==> config.mk <==
export PLATFORM = sky130hd
export DESIGN_NAME = hilo_muldiv_sequencer
export DESIGN_NICKNAME = d
export VERILOG_FILES = /design/src/rtl/hilo_pkg.sv /design/src/rtl/hilo_muldiv_sequencer_step.sv /design/src/rtl/hilo_muldiv_sequencer.sv
export SDC_FILE = /design/constraint.sdc
export NUM_CORES = 1
export LEC_CHECK = 0
export ABC_AREA = 1
export BUFFER_PORTS_ARGS = -buffer_cell sky130_fd_sc_hd__buf_2
export CAP_MARGIN = 40
export CORE_MARGIN = 1.5
export CORE_UTILIZATION = 40
export DETAILED_ROUTE_END_ITERATION = 12
export GPL_TIMING_DRIVEN = 0
export PLACE_DENSITY = 0.61
export SYNTH_ARGS = -nofsm -noshare
export SYNTH_HDL_FRONTEND = slang
export SYNTH_SLANG_ARGS = --single-unit
==> constraint.sdc <==
create_clock -name Clk -period 3.91 [get_ports Clk]
set_clock_uncertainty 0.05 [all_clocks]
set_input_delay 0.782 -clock Clk [delete_from_list [all_inputs] [get_ports Clk]]
set_output_delay 0.782 -clock Clk [all_outputs]
set_load 0.01 [all_outputs]
==> src/rtl/hilo_pkg.sv <==
// rtl/hilo_pkg.sv - shared encodings for the HI/LO multiply sequencer
//
// Purpose: op and state encodings plus iteration-count helpers used by
// hilo_muldiv_sequencer.
// Ports: none (package).

package hilo_pkg;

  localparam int HILO_WIDTH = 32;
  localparam int ITER_LAST  = HILO_WIDTH - 1;

  typedef enum logic [2:0] {
    OP_MULT  = 3'd0,
    OP_MULTU = 3'd1,
    OP_MADD  = 3'd2,
    OP_MSUB  = 3'd3,
    OP_MTHI  = 3'd4,
    OP_MTLO  = 3'd5
  } op_e;

  typedef enum logic [1:0] {
    S_IDLE = 2'd0,
    S_MUL  = 2'd1,
    S_FIX  = 2'd2
  } state_e;

  // Counter value seen at the edge that performs the final iteration.
  function automatic int iter_last(input int iters);
    return iters - 1;
  endfunction

endpackage

==> src/rtl/hilo_muldiv_sequencer_step.sv <==
// rtl/hilo_muldiv_sequencer_step.sv - one combinational radix-2 shift-add iteration
//
// Purpose: conditionally adds the multiplicand into the upper half of the
// product accumulator, then shifts accumulator and multiplier right by one.
// Ports:
//   i_acc    2*WIDTH  current accumulator
//   i_mcand  WIDTH    multiplicand (unsigned magnitude)
//   i_mplr   WIDTH    remaining multiplier bits, LSB consumed this step
//   o_acc    2*WIDTH  accumulator after add and shift
//   o_mplr   WIDTH    multiplier after shift

module shift_add_mul_step #(
  parameter int WIDTH = 32
) (
  input  logic [2*WIDTH-1:0] i_acc,
  input  logic [WIDTH-1:0]   i_mcand,
  input  logic [WIDTH-1:0]   i_mplr,
  output logic [2*WIDTH-1:0] o_acc,
  output logic [WIDTH-1:0]   o_mplr
);

  logic [WIDTH:0] w_sum;

  // The carry out of the upper-half add becomes the new accumulator MSB
  // after the shift, so no product bit is ever lost.
  always_comb begin
    w_sum = {1'b0, i_acc[2*WIDTH-1:WIDTH]};
    if (i_mplr[0]) begin
      w_sum = w_sum + {1'b0, i_mcand};
    end
  end

  assign o_acc  = {w_sum, i_acc[WIDTH-1:1]};
  assign o_mplr = {1'b0, i_mplr[WIDTH-1:1]};

endmodule

==> src/rtl/hilo_muldiv_sequencer.sv <==
// rtl/hilo_muldiv_sequencer.sv - iterative HI/LO multiply/accumulate sequencer
//
// Purpose: owns HI/LO and executes MULT, MULTU, MADD, MSUB (33-cycle
// shift-add) and MTHI/MTLO (single edge); requests a stall when MFHI/MFLO
// would read HI/LO while a product is in flight.
// Ports:
//   Clk       in   rising-edge clock
//   Reset     in   synchronous active-high reset
//   Start     in   issue strobe
//   Op        in   3-bit operation code
//   A, B      in   rs / rt operands
//   ReadHiLo  in   MFHI/MFLO present in EX
//   Hi, Lo    out  architectural HI / LO
//   Busy      out  product in flight
//   Done      out  one-cycle pulse after a product updates HI/LO
//   Stall     out  pipeline hold request

module hilo_muldiv_sequencer
  import hilo_pkg::*;
#(
  parameter int WIDTH = HILO_WIDTH,
  parameter int ITER  = WIDTH
) (
  input  logic             Clk,
  input  logic             Reset,
  input  logic             Start,
  input  logic [2:0]       Op,
  input  logic [WIDTH-1:0] A,
  input  logic [WIDTH-1:0] B,
  input  logic             ReadHiLo,
  output logic [WIDTH-1:0] Hi,
  output logic [WIDTH-1:0] Lo,
  output logic             Busy,
  output logic             Done,
  output logic             Stall
);

  localparam int CW = $clog2(ITER);
  localparam logic [CW-1:0] CNT_LAST = CW'(iter_last(ITER));

  state_e             r_state;
  state_e             w_state_nxt;
  logic [WIDTH-1:0]   r_hi;
  logic [WIDTH-1:0]   r_lo;
  logic [2*WIDTH-1:0] r_acc;
  logic [WIDTH-1:0]   r_mcand;
  logic [WIDTH-1:0]   r_mplr;
  logic [2:0]         r_op;
  logic               r_neg;
  logic [CW-1:0]      r_cnt;
  logic               r_done;

  logic               w_mul_op;
  logic               w_signed_op;
  logic [WIDTH-1:0]   w_a_mag;
  logic [WIDTH-1:0]   w_b_mag;
  logic [2*WIDTH-1:0] w_acc_nxt;
  logic [WIDTH-1:0]   w_mplr_nxt;
  logic [2*WIDTH-1:0] w_prod;
  logic [2*WIDTH-1:0] w_hilo_nxt;

  assign w_mul_op    = (Op == OP_MULT) || (Op == OP_MULTU) ||
                       (Op == OP_MADD) || (Op == OP_MSUB);
  assign w_signed_op = w_mul_op && (Op != OP_MULTU);

  // Negating the most negative value wraps to itself, which read as
  // unsigned is exactly its magnitude.
  assign w_a_mag = A[WIDTH-1] ? -A : A;
  assign w_b_mag = B[WIDTH-1] ? -B : B;

  shift_add_mul_step #(.WIDTH(WIDTH)) u_step (
    .i_acc   (r_acc),
    .i_mcand (r_mcand),
    .i_mplr  (r_mplr),
    .o_acc   (w_acc_nxt),
    .o_mplr  (w_mplr_nxt)
  );

  // r_neg is only ever set for signed ops, so MULTU passes straight through.
  assign w_prod = r_neg ? -r_acc : r_acc;

  always_comb begin
    w_hilo_nxt = w_prod;
    case (r_op)
      OP_MADD: w_hilo_nxt = {r_hi, r_lo} + w_prod;
      OP_MSUB: w_hilo_nxt = {r_hi, r_lo} - w_prod;
      default: w_hilo_nxt = w_prod;
    endcase
  end

  always_ff @(posedge Clk) begin
    if (Reset) begin
      r_state <= S_IDLE;
    end else begin
      r_state <= w_state_nxt;
    end
  end

  always_comb begin
    w_state_nxt = r_state;
    case (r_state)
      S_IDLE:  if (Start && w_mul_op) w_state_nxt = S_MUL;
      S_MUL:   if (r_cnt == CNT_LAST) w_state_nxt = S_FIX;
      S_FIX:   w_state_nxt = S_IDLE;
      default: w_state_nxt = S_IDLE;
    endcase
  end

  always_ff @(posedge Clk) begin
    if (Reset) begin
      r_hi    <= '0;
      r_lo    <= '0;
      r_acc   <= '0;
      r_mcand <= '0;
      r_mplr  <= '0;
      r_op    <= '0;
      r_neg   <= 1'b0;
      r_cnt   <= '0;
      r_done  <= 1'b0;
    end else begin
      r_done <= 1'b0;
      case (r_state)
        S_IDLE: begin
          if (Start && w_mul_op) begin
            r_op    <= Op;
            r_acc   <= '0;
            r_cnt   <= '0;
            r_mcand <= w_signed_op ? w_a_mag : A;
            r_mplr  <= w_signed_op ? w_b_mag : B;
            r_neg   <= w_signed_op && (A[WIDTH-1] ^ B[WIDTH-1]);
          end else if (Start && (Op == OP_MTHI)) begin
            r_hi <= A;
          end else if (Start && (Op == OP_MTLO)) begin
            r_lo <= A;
          end
        end
        S_MUL: begin
          r_acc  <= w_acc_nxt;
          r_mplr <= w_mplr_nxt;
          r_cnt  <= r_cnt + 1'b1;
        end
        S_FIX: begin
          {r_hi, r_lo} <= w_hilo_nxt;
          r_done       <= 1'b1;
        end
        default: ;
      endcase
    end
  end

  assign Hi    = r_hi;
  assign Lo    = r_lo;
  assign Busy  = (r_state != S_IDLE);
  assign Done  = r_done;
  assign Stall = ReadHiLo & Busy;

endmodule

==> flow_results.org, run 1 <==
** Floorplan
- The initial utilization of the core area, before any placement, comes to 0.403.
- The floorplan step set the die height to 228 um.
- Std cell rows :: 82
- The floorplan step defined a die boundary enclosing 0.0518 mm^2.
- DIE WIDTH :: 228 um
- Placeable core region :: 0.0500 mm^2
- In this run the count of I/O pins placed on the die edge is 138.

** Worst hold path
- Worst hold path depth :: 2
- The worst hold path begins at r_op[2]$_SDFFE_PP0P_.
- Classification of the worst-slack hold path :: flip-flop to flip-flop
- The path with the worst hold slack has its endpoint at r_op[2]$_SDFFE_PP0P_.

** STA
- Setup slack on the critical path of the routed design comes to -0.913 ns.
- The number of pins with negative max-slew slack in the final report came to 0.
- Highest clock rate :: 0.207 GHz
- Final hold violation count :: 0
- The worst path in the final design needs a cycle of 4.82 ns, including I/O delays and setup.
- Slew at the pin closest to its max-slew limit :: 0.955 ns
- Final period util :: 1.23
- Setup violations remaining at the end of the flow were counted as 47.
- Fin Hold WS :: 0.398 ns
- Setup repair after global routing could not meet its margin everywhere.
- Relative max-transition margin :: 0.363

** Drt
- Total DRC errors in the routed layout :: 0
- The first detailed-routing pass took 6 iterations.
- Average detailed-routed wire length per instance :: 22.6 um
- Across all layers, the routed design uses 25600 vias.
- Using the TritonRoute via totals, the vias-per-cell ratio works out to 5.77.
- Remaining antenna violation count :: 0
- After the first detailed-routing iteration, the DRC count stood at 2810.
- Wires add up to 100000 um.

** Synthesis
- In this run, synthesis inferred 0 flip-flops with an integrated enable.
- Synthesis produced a netlist whose cell count is 3412.
- Flip-flop and latch count after synthesis :: 204
- For this run, asynchronously set or reset flops after synthesis account for 0.
- The number of different library cells used by synthesis comes to 55.
- Yosys printed 0 warnings.
- Top post-synthesis cells by area :: sky130_fd_sc_hd__dfxtp_1 (20%), sky130_fd_sc_hd__nand2_1 (15%), sky130_fd_sc_hd__a21oi_1 (8.0%)
- For this run, the register share of the synthesized area comes to 0.203.
- Cell taking the most area after synthesis :: sky130_fd_sc_hd__dfxtp_1
- Averaged over all synthesized cells, the footprint is 5.91 um^2.
- Most used flip-flop cell after synthesis :: sky130_fd_sc_hd__dfxtp_1
- When the netlist entered floorplanning its net count stood at 3586.
- Synthesized area :: 0.0202 mm^2
- The share of synthesized area in the top cell type comes to 0.203.

** Clocking
- The clock passes through at most 3 buffers.
- Clock-pin slew was measured on the worst setup and hold paths at 0.06 ns.
- Clock Tree Root :: sky130_fd_sc_hd__clkbuf_16
- H-tree Lvls :: 1
- CTS tree :: built
- The clock net in this run drives a total of 204 sinks.
- Latest clock arrival within the worst-skew pair :: 0.57 ns
- Clock tree synthesis inserted a total of 25 buffers.

** Worst setup path
- Number of cell instances on the worst register-to-register path :: 27
- Counting both buffers and inverters, the worst setup path holds a total of 4.
- End of the worst register-to-register path :: Hi[29]$_SDFFE_PP0P_
- The setup path with the least slack is of type flip-flop to flip-flop.
- For this run, the slowest stage of the critical path takes 0.39 ns.
- The worst setup path is captured at a flip-flop.
- Data arrival time of the worst path :: 5.27 ns
- Of all nets on the critical path, the largest fanout is 9.
- Required time of the worst setup path :: 4.36 ns
- On the critical path the largest part of the delay comes from simple AND/OR/NAND/NOR gates.
- The worst register-to-register path begins at r_acc[20]$_SDFFE_PP0P_.
- Startpoint Class :: flip-flop
- Master of the slowest instance on the critical path :: sky130_fd_sc_hd__dfxtp_2
- For flop-to-flop paths, the worst setup slack is -0.91 ns.

** Global route
- The number of global-route vias before repair came to 23600.
- Entering global routing, the biggest net connects 14 pins.
- The initial antenna violation count is 0.
- Aggregate global routing overflow :: 0
- Global-route wire length before repair :: 147000 um
- Total track usage :: 0.381

** Layout
- Compared with the post-synthesis result, the final layout area differs by 31.2%.
- Nets@finish :: 3911
- Of the cells placed in the final design, the portion with a size suffix greater than 1 is 0.247.
- Core occupancy in the finished layout :: 0.530

** Power and ir drop
- Worst VDD drop :: 363 uV
- Power density normalized to cell area :: 367 mW/mm^2
- The analysis attributes to cell leakage a power of 12.5 nW.

** Status
- The final reports fail on setup timing.
- The run finished, with violations left.

** Placement
- Routability-driven placement finished with a final weighted congestion of 1.05.
- Number of port buffers :: 136
- Sum of net half-perimeters after detailed placement :: 80000 um

** Flow run
- Number of maximum-capacitance constraint violations :: 0
==> routing by layer <==
layer / global-route usage / routed length, um / vias up
met3: 0.0590 / 9570 / 289
met5: 0 / 0 / -
met4: 0.240 / 7430 / 0
li1: - / - / 12100
met1: 0.502 / 41100 / 11900
met2: 0.578 / 42100 / 1383
==> repair_timing <==
action,4_1_cts,5_1_grt
hold endpoints to repair,0,0
hold buffers,0,0
pin swaps,141,81
gates resized for setup,528,152
setup endpoints to repair,60,51
setup buffers,123,35
==> flip-flops by register name (all words and copies together), names as in the netlist <==
signal	flops
Done	1
Hi	32
Lo	32
r_acc	64
r_cnt	5
r_mcand	32
r_mplr	32
r_neg	1
r_op	3
r_state	2
==> cell type report <==
type / count / area [um^2]
Antenna cell: 1 / 2.50
Buffer: 120 / 526
Clock buffer: 34 / 719
Clock inverter: 12 / 148
Fill cell: 5150 / 23500
Inverter: 409 / 1540
Multi-Input combinational cell: 2679 / 16600
Sequential cell: 204 / 4120
Tap cell: 672 / 841
Timing Repair Buffer: 298 / 1970
==> synth_stat cells (23+ instances only) <==
cell	instances
sky130_fd_sc_hd__nand2_1	790
sky130_fd_sc_hd__nor2_1	399
sky130_fd_sc_hd__inv_1	398
sky130_fd_sc_hd__a21oi_1	324
sky130_fd_sc_hd__o21ai_0	281
sky130_fd_sc_hd__nand3_1	208
sky130_fd_sc_hd__dfxtp_1	204
sky130_fd_sc_hd__ha_1	101
sky130_fd_sc_hd__clkbuf_1	97
sky130_fd_sc_hd__xor2_1	95
sky130_fd_sc_hd__a31oi_1	82
sky130_fd_sc_hd__o211ai_1	47
sky130_fd_sc_hd__nand4_1	46
sky130_fd_sc_hd__nor3_1	46
sky130_fd_sc_hd__nand2_2	35
sky130_fd_sc_hd__nor2_2	24
sky130_fd_sc_hd__a21o_1	23
sky130_fd_sc_hd__xnor2_1	23
==> worst max path at each step <==
| stage | startpoint | to | slack [ns] | depth (start not counted) |
|---|---|---|---|---|
| after global routing | r_acc[0]$_SDFFE_PP0P_ | Hi[28]$_SDFFE_PP0P_ | -1.02 | 29 |
| after detailed placement | r_neg$_SDFFE_PP0P_ | Hi[30]$_SDFFE_PP0P_ | -1.97 | 27 |
| after floorplan | r_acc[0]$_SDFFE_PP0P_ | Hi[29]$_SDFFE_PP0P_ | -0.02 | 30 |
| after global placement | r_neg$_SDFFE_PP0P_ | Hi[30]$_SDFFE_PP0P_ | -2.03 | 27 |
| final | r_acc[20]$_SDFFE_PP0P_ | Hi[29]$_SDFFE_PP0P_ | -0.91 | 27 |
| after CTS | r_acc[0]$_SDFFE_PP0P_ | Hi[22]$_SDFFE_PP0P_ | -0.77 | 28 |
==> logic make-up (layout without fill, tap and decap cells) <==
logic type	count (synthesis)	count (layout)	synth area share
fa+ha+maj	103	103	0.0647
flops	204	204	0.203
other cells	0	1	0
xor+xnor	118	118	0.0513
buf+inv	529	873	0.100
compound gates	840	840	0.235
simple gates	1618	1618	0.346
==> worst min-delay path, cell delays in order (launching register included) <==
cell and delay, ns:
sky130_fd_sc_hd__dfxtp_1 0.30, sky130_fd_sc_hd__inv_1 0.06, sky130_fd_sc_hd__nor3_1 0.05
==> metrics by stage <==
step / cell area, um^2 / TNS (ns) / power (mW) / cells / worst slack [ns]
floorplan: 20200 / -0.0176 / 4.52 / 3412 / -0.0176
global placement: 21700 / -71.82 / 5.62 / 4220 / -2.03
detailed placement: 21800 / -72.22 / 5.60 / 4224 / -1.97
CTS: 25600 / -21.89 / 9.06 / 4393 / -0.767
global route: 26500 / -37.77 / 10.1 / 4428 / -1.02
finish: 26500 / -28.39 / 9.71 / 4429 / -0.913
==> power by group <==
| group | internal, mW | switching (mW) |
|---|---|---|
| Clock | 1.49 | 1.02 |
| Sequential | 2.15 | 0.111 |
| Combinational | 1.80 | 3.15 |
==> placed cells by master (no fill, tap or decap), drive strengths merged, types with 95 or more instances in the layout <==
cell,n
buf,321
clkbuf,131
nand3,211
xor2,95
ha,101
inv,408
nor2,432
dfxtp,204
o21ai,291
a21oi,325
nand2,831
(Power assumes the default switching activity.)
==> inputs of run 2 (changes only) <==
--- a/config.mk
+++ b/config.mk
@@ -12,7 +12,7 @@
 export CORE_UTILIZATION = 40
 export DETAILED_ROUTE_END_ITERATION = 12
 export GPL_TIMING_DRIVEN = 0
-export PLACE_DENSITY = 0.61
+export PLACE_DENSITY = 0.59
 export SYNTH_ARGS = -nofsm -noshare
 export SYNTH_HDL_FRONTEND = slang
 export SYNTH_SLANG_ARGS = --single-unit
==> constraint.sdc (replaced) <==
create_clock -name Clk -period 5.2 [get_ports Clk]
set_clock_uncertainty 0.05 [all_clocks]
set_input_delay 1.04 -clock Clk [delete_from_list [all_inputs] [get_ports Clk]]
set_output_delay 1.04 -clock Clk [all_outputs]
set_load 0.01 [all_outputs]
==> run 2 against run 1 <==
The flow now finishes without violations. Maximum frequency down 5.3%. Register-to-register slack better by 1.0 ns. Worst setup slack better by 1.0 ns. Power down 32%. Count of clock-buffer cells in the layout down 2. Critical endpoint is now Hi[22]$_SDFFE_PP0P_. Largest cell class unchanged. Largest power group unchanged.
==> flow_results.org, run 2 (same netlist as run 1, synthesis figures left out) <==
** STA
- The shortest period the worst path allows came to 5.09 ns (+0.271 ns).
- Fin Hold WS :: 0.396 ns (-0.00202 ns)
- The worst slew margin relative to its limit was 0.357 (-0.00621).
- The pin slew with the least headroom to its limit is 0.964 ns (+0.00931 ns).
- Final hold violation count :: 0 (unchanged)
- Total Negative Setup Slacks :: 0 ns (+28.39 ns)
- The count of final setup violators came to 0 (-100%).
- Final WS setup :: 0.106 ns (+1.02 ns)
- The final clock period utilization by the worst path is 0.980 (-0.254).
- Highest clock rate :: 0.196 GHz (-5.3%)
- Number of pins with negative max-slew slack in the final report :: 0 (unchanged)

** Drt
- The remaining antenna violation count after routing is 0 (unchanged).
- The aggregate routed wire length was 96000 um (-4.3%).
- Total DRC errors in the routed layout :: 0 (unchanged)
- The via density per instance is 5.72 (-0.90%).
- The number of search-and-repair iterations in the first detailed-routing pass came to 7 (+1).
- The initial DRC count was 2775 (-1.2%).
- Average detailed-routed wire length per instance :: 22.3 um (-1.6%)
- The total via count after detailed routing was 24700 (-3.6%).

** Clocking
- The total CTS buffers came to 25 (unchanged).
- The clock network latency to the later pin of the worst-skew pair is 0.56 ns (about the same).
- H-tree Lvls :: 1 (unchanged)
- Clock tree sinks :: 204 (unchanged)
- CTS placed an instance of sky130_fd_sc_hd__clkbuf_16 at the clock tree root.
- The maximum buffer depth of the clock tree came to 3 (unchanged).
- The clock edge transition at the registers on the reported setup and hold paths was 0.06 ns (about the same).
- TritonCTS built the clock tree.

** Placement
- Number of port buffers :: 136 (unchanged)
- The cell count after placement is 4225 (+0.024%).
- The total cell area at the placement stage was 0.0217 mm^2 (-0.26%).
- Worst slack, placed :: -1.70 ns (+0.272 ns)
- The final estimated routing congestion in global placement is 1.04 (-1.7%).
- Sum of net half-perimeters after detailed placement :: 78400 um (-2.0%)

** Global route
- Pin count of the biggest net entering global routing :: 13 (-1)
- The global routing usage summed across all routing layers is 0.363 (-0.0172).
- Antenna violations before repair :: 1 (+1)
- The global-route congestion overflow total was 0 (unchanged).
- Global-route wire length before repair :: 140000 um (-4.6%)
- The number of global-route vias before repair came to 22400 (-5.1%).

** Power and ir drop
- Power density normalized to cell area :: 276 mW/mm^2 (-25%)
- Leakage power of the design :: 11.6 nW (-7.1%)
- Power spent charging and discharging nets :: 2.92 mW (-32%)
- The switching fraction of total power was 0.441 (+0.000641).
- Total power :: 6.62 mW (-32%)
- Clock network power share :: 0.280 (+0.022)
- The part of the total power dissipated in combinational logic is 0.465 (-0.044).
- The sequential cell fraction of total power is 0.256 (+0.023).
- The maximum vdd ir drop came to 199 uV (-45%).
- Design internal power :: 3.70 mW (-32%)

** Floorplan
- Placeable core region :: 0.0500 mm^2 (unchanged)
- The die footprint came to 0.0518 mm^2 (unchanged).
- Floorplan die height :: 228 um (unchanged)
- Initial standard-cell utilization of the core :: 0.403 (unchanged)
- Ports :: 138 (unchanged)
- Std cell rows :: 82 (unchanged)
- DIE WIDTH :: 228 um (unchanged)

** Layout
- Most frequent standard cell in the layout excluding fill and tap cells :: sky130_fd_sc_hd__nand2_1
- Final design area excluding fillers :: 0.0240 mm^2 (-9.4%)
- Most flops, register :: r_acc
- The fraction of the core area covered by cells at the end of the flow is 0.480 (-0.0496).
- Fraction of final layout cells with drive strength greater than 1 :: 0.149 (-0.0983)
- The count of fill cells added during filler insertion was 5415 (+5.1%).
- Cell Count, Final, Fillers Out :: 4310 (-2.7%)
- The area growth from synthesis to layout is 19.0%.
- The library cells used most frequently in the layout, excluding fill and tap cells, are sky130_fd_sc_hd__nand2_1 (760), sky130_fd_sc_hd__inv_1 (383), sky130_fd_sc_hd__nor2_1 (367), sky130_fd_sc_hd__a21oi_1 (307), sky130_fd_sc_hd__o21ai_0 (251).
- Nets@finish :: 3793 (-3.0%)
- Largest register FFs :: 64 (unchanged)

** Worst setup path
- Critical path start-end classification :: flip-flop to flip-flop
- Crit-path max cell delay :: 0.39 ns (about the same)
- Family of cells with the greatest summed delay on the critical path :: compound AO/OA/AOI/OAI gates
- Endpoint type of the worst setup path :: flip-flop
- STA classifies the critical path startpoint as a flip-flop.
- Required time of the worst setup path :: 5.59 ns (+1.23 ns)
- Most prevalent standard cell on the critical path :: sky130_fd_sc_hd__nor2_4
- Data arrival time of the worst path :: 5.49 ns (+0.22 ns)
- The maximum net fanout on the critical path was 6 (-3).
- The buffer and inverter count on the worst path came to 5 (+1).
- The slowest stage of the critical path is the sky130_fd_sc_hd__xor2_2 cell.

** Flow run
- Number of maximum-capacitance constraint violations :: 0 (unchanged)

** Worst hold path
- The tightest min-delay check is of the flip-flop to flip-flop type.

** Status
- The run finished with clean final reports.
## run 2: worst paths after layout
kind	startpoint	endpoint	slack, ns	depth (start not counted)
max	r_acc[0]$_SDFFE_PP0P_	Hi[22]$_SDFFE_PP0P_	0.11	29
max reg2reg	r_acc[0]$_SDFFE_PP0P_	Hi[22]$_SDFFE_PP0P_	0.11	29
min	r_op[2]$_SDFFE_PP0P_	r_op[2]$_SDFFE_PP0P_	0.40	2
min reg2reg	r_op[2]$_SDFFE_PP0P_	r_op[2]$_SDFFE_PP0P_	0.40	2
## run 2: power groups by stage
stage	clock network, mW	registers, mW	logic [mW]
detailed placement	0	1.72	2.46
global route	1.91	1.69	3.31
global placement	0	1.72	2.47
finish	1.85	1.69	3.08
CTS	1.85	1.69	2.60
floorplan	0	1.69	1.69
## run 2: metal layers
layer | global-route usage | up-vias | wire (um)
met5 | 0 | - | 13
met3 | 0.0457 | 250 | 8560
met4 | 0.194 | 2 | 6460
met1 | 0.490 | 11400 | 40500
li1 | - | 11800 | -
met2 | 0.563 | 1233 | 40500
## run 2: worst min-delay path: stages, from the launching register on
cell                      delay (ns)
sky130_fd_sc_hd__dfxtp_1        0.30
sky130_fd_sc_hd__inv_1          0.06
sky130_fd_sc_hd__nor3_1         0.05
## run 2: cell type report
type | count | area, um^2 | area share
Multi-Input combinational cell | 2679 | 15100 | 0.630
Sequential cell | 204 | 4090 | 0.171
Inverter | 409 | 1540 | 0.0644
Timing Repair Buffer | 180 | 1040 | 0.0432
Tap cell | 672 | 841 | 0.0351
Clock buffer | 32 | 722 | 0.0301
Buffer | 120 | 499 | 0.0208
Clock inverter | 13 | 128 | 0.00532
Antenna cell | 1 | 2.50 | 0.000104
## run 2: repair_timing
| item | CTS | global route |
|---|---|---|
| endpoints found under the hold margin | 0 | 0 |
| hold buffers | 0 | 0 |
| pin swaps | 11 | 49 |
| setup buffers | 11 | 28 |
| resized for setup | 85 | 204 |
| setup endpoints to repair | 44 | 39 |
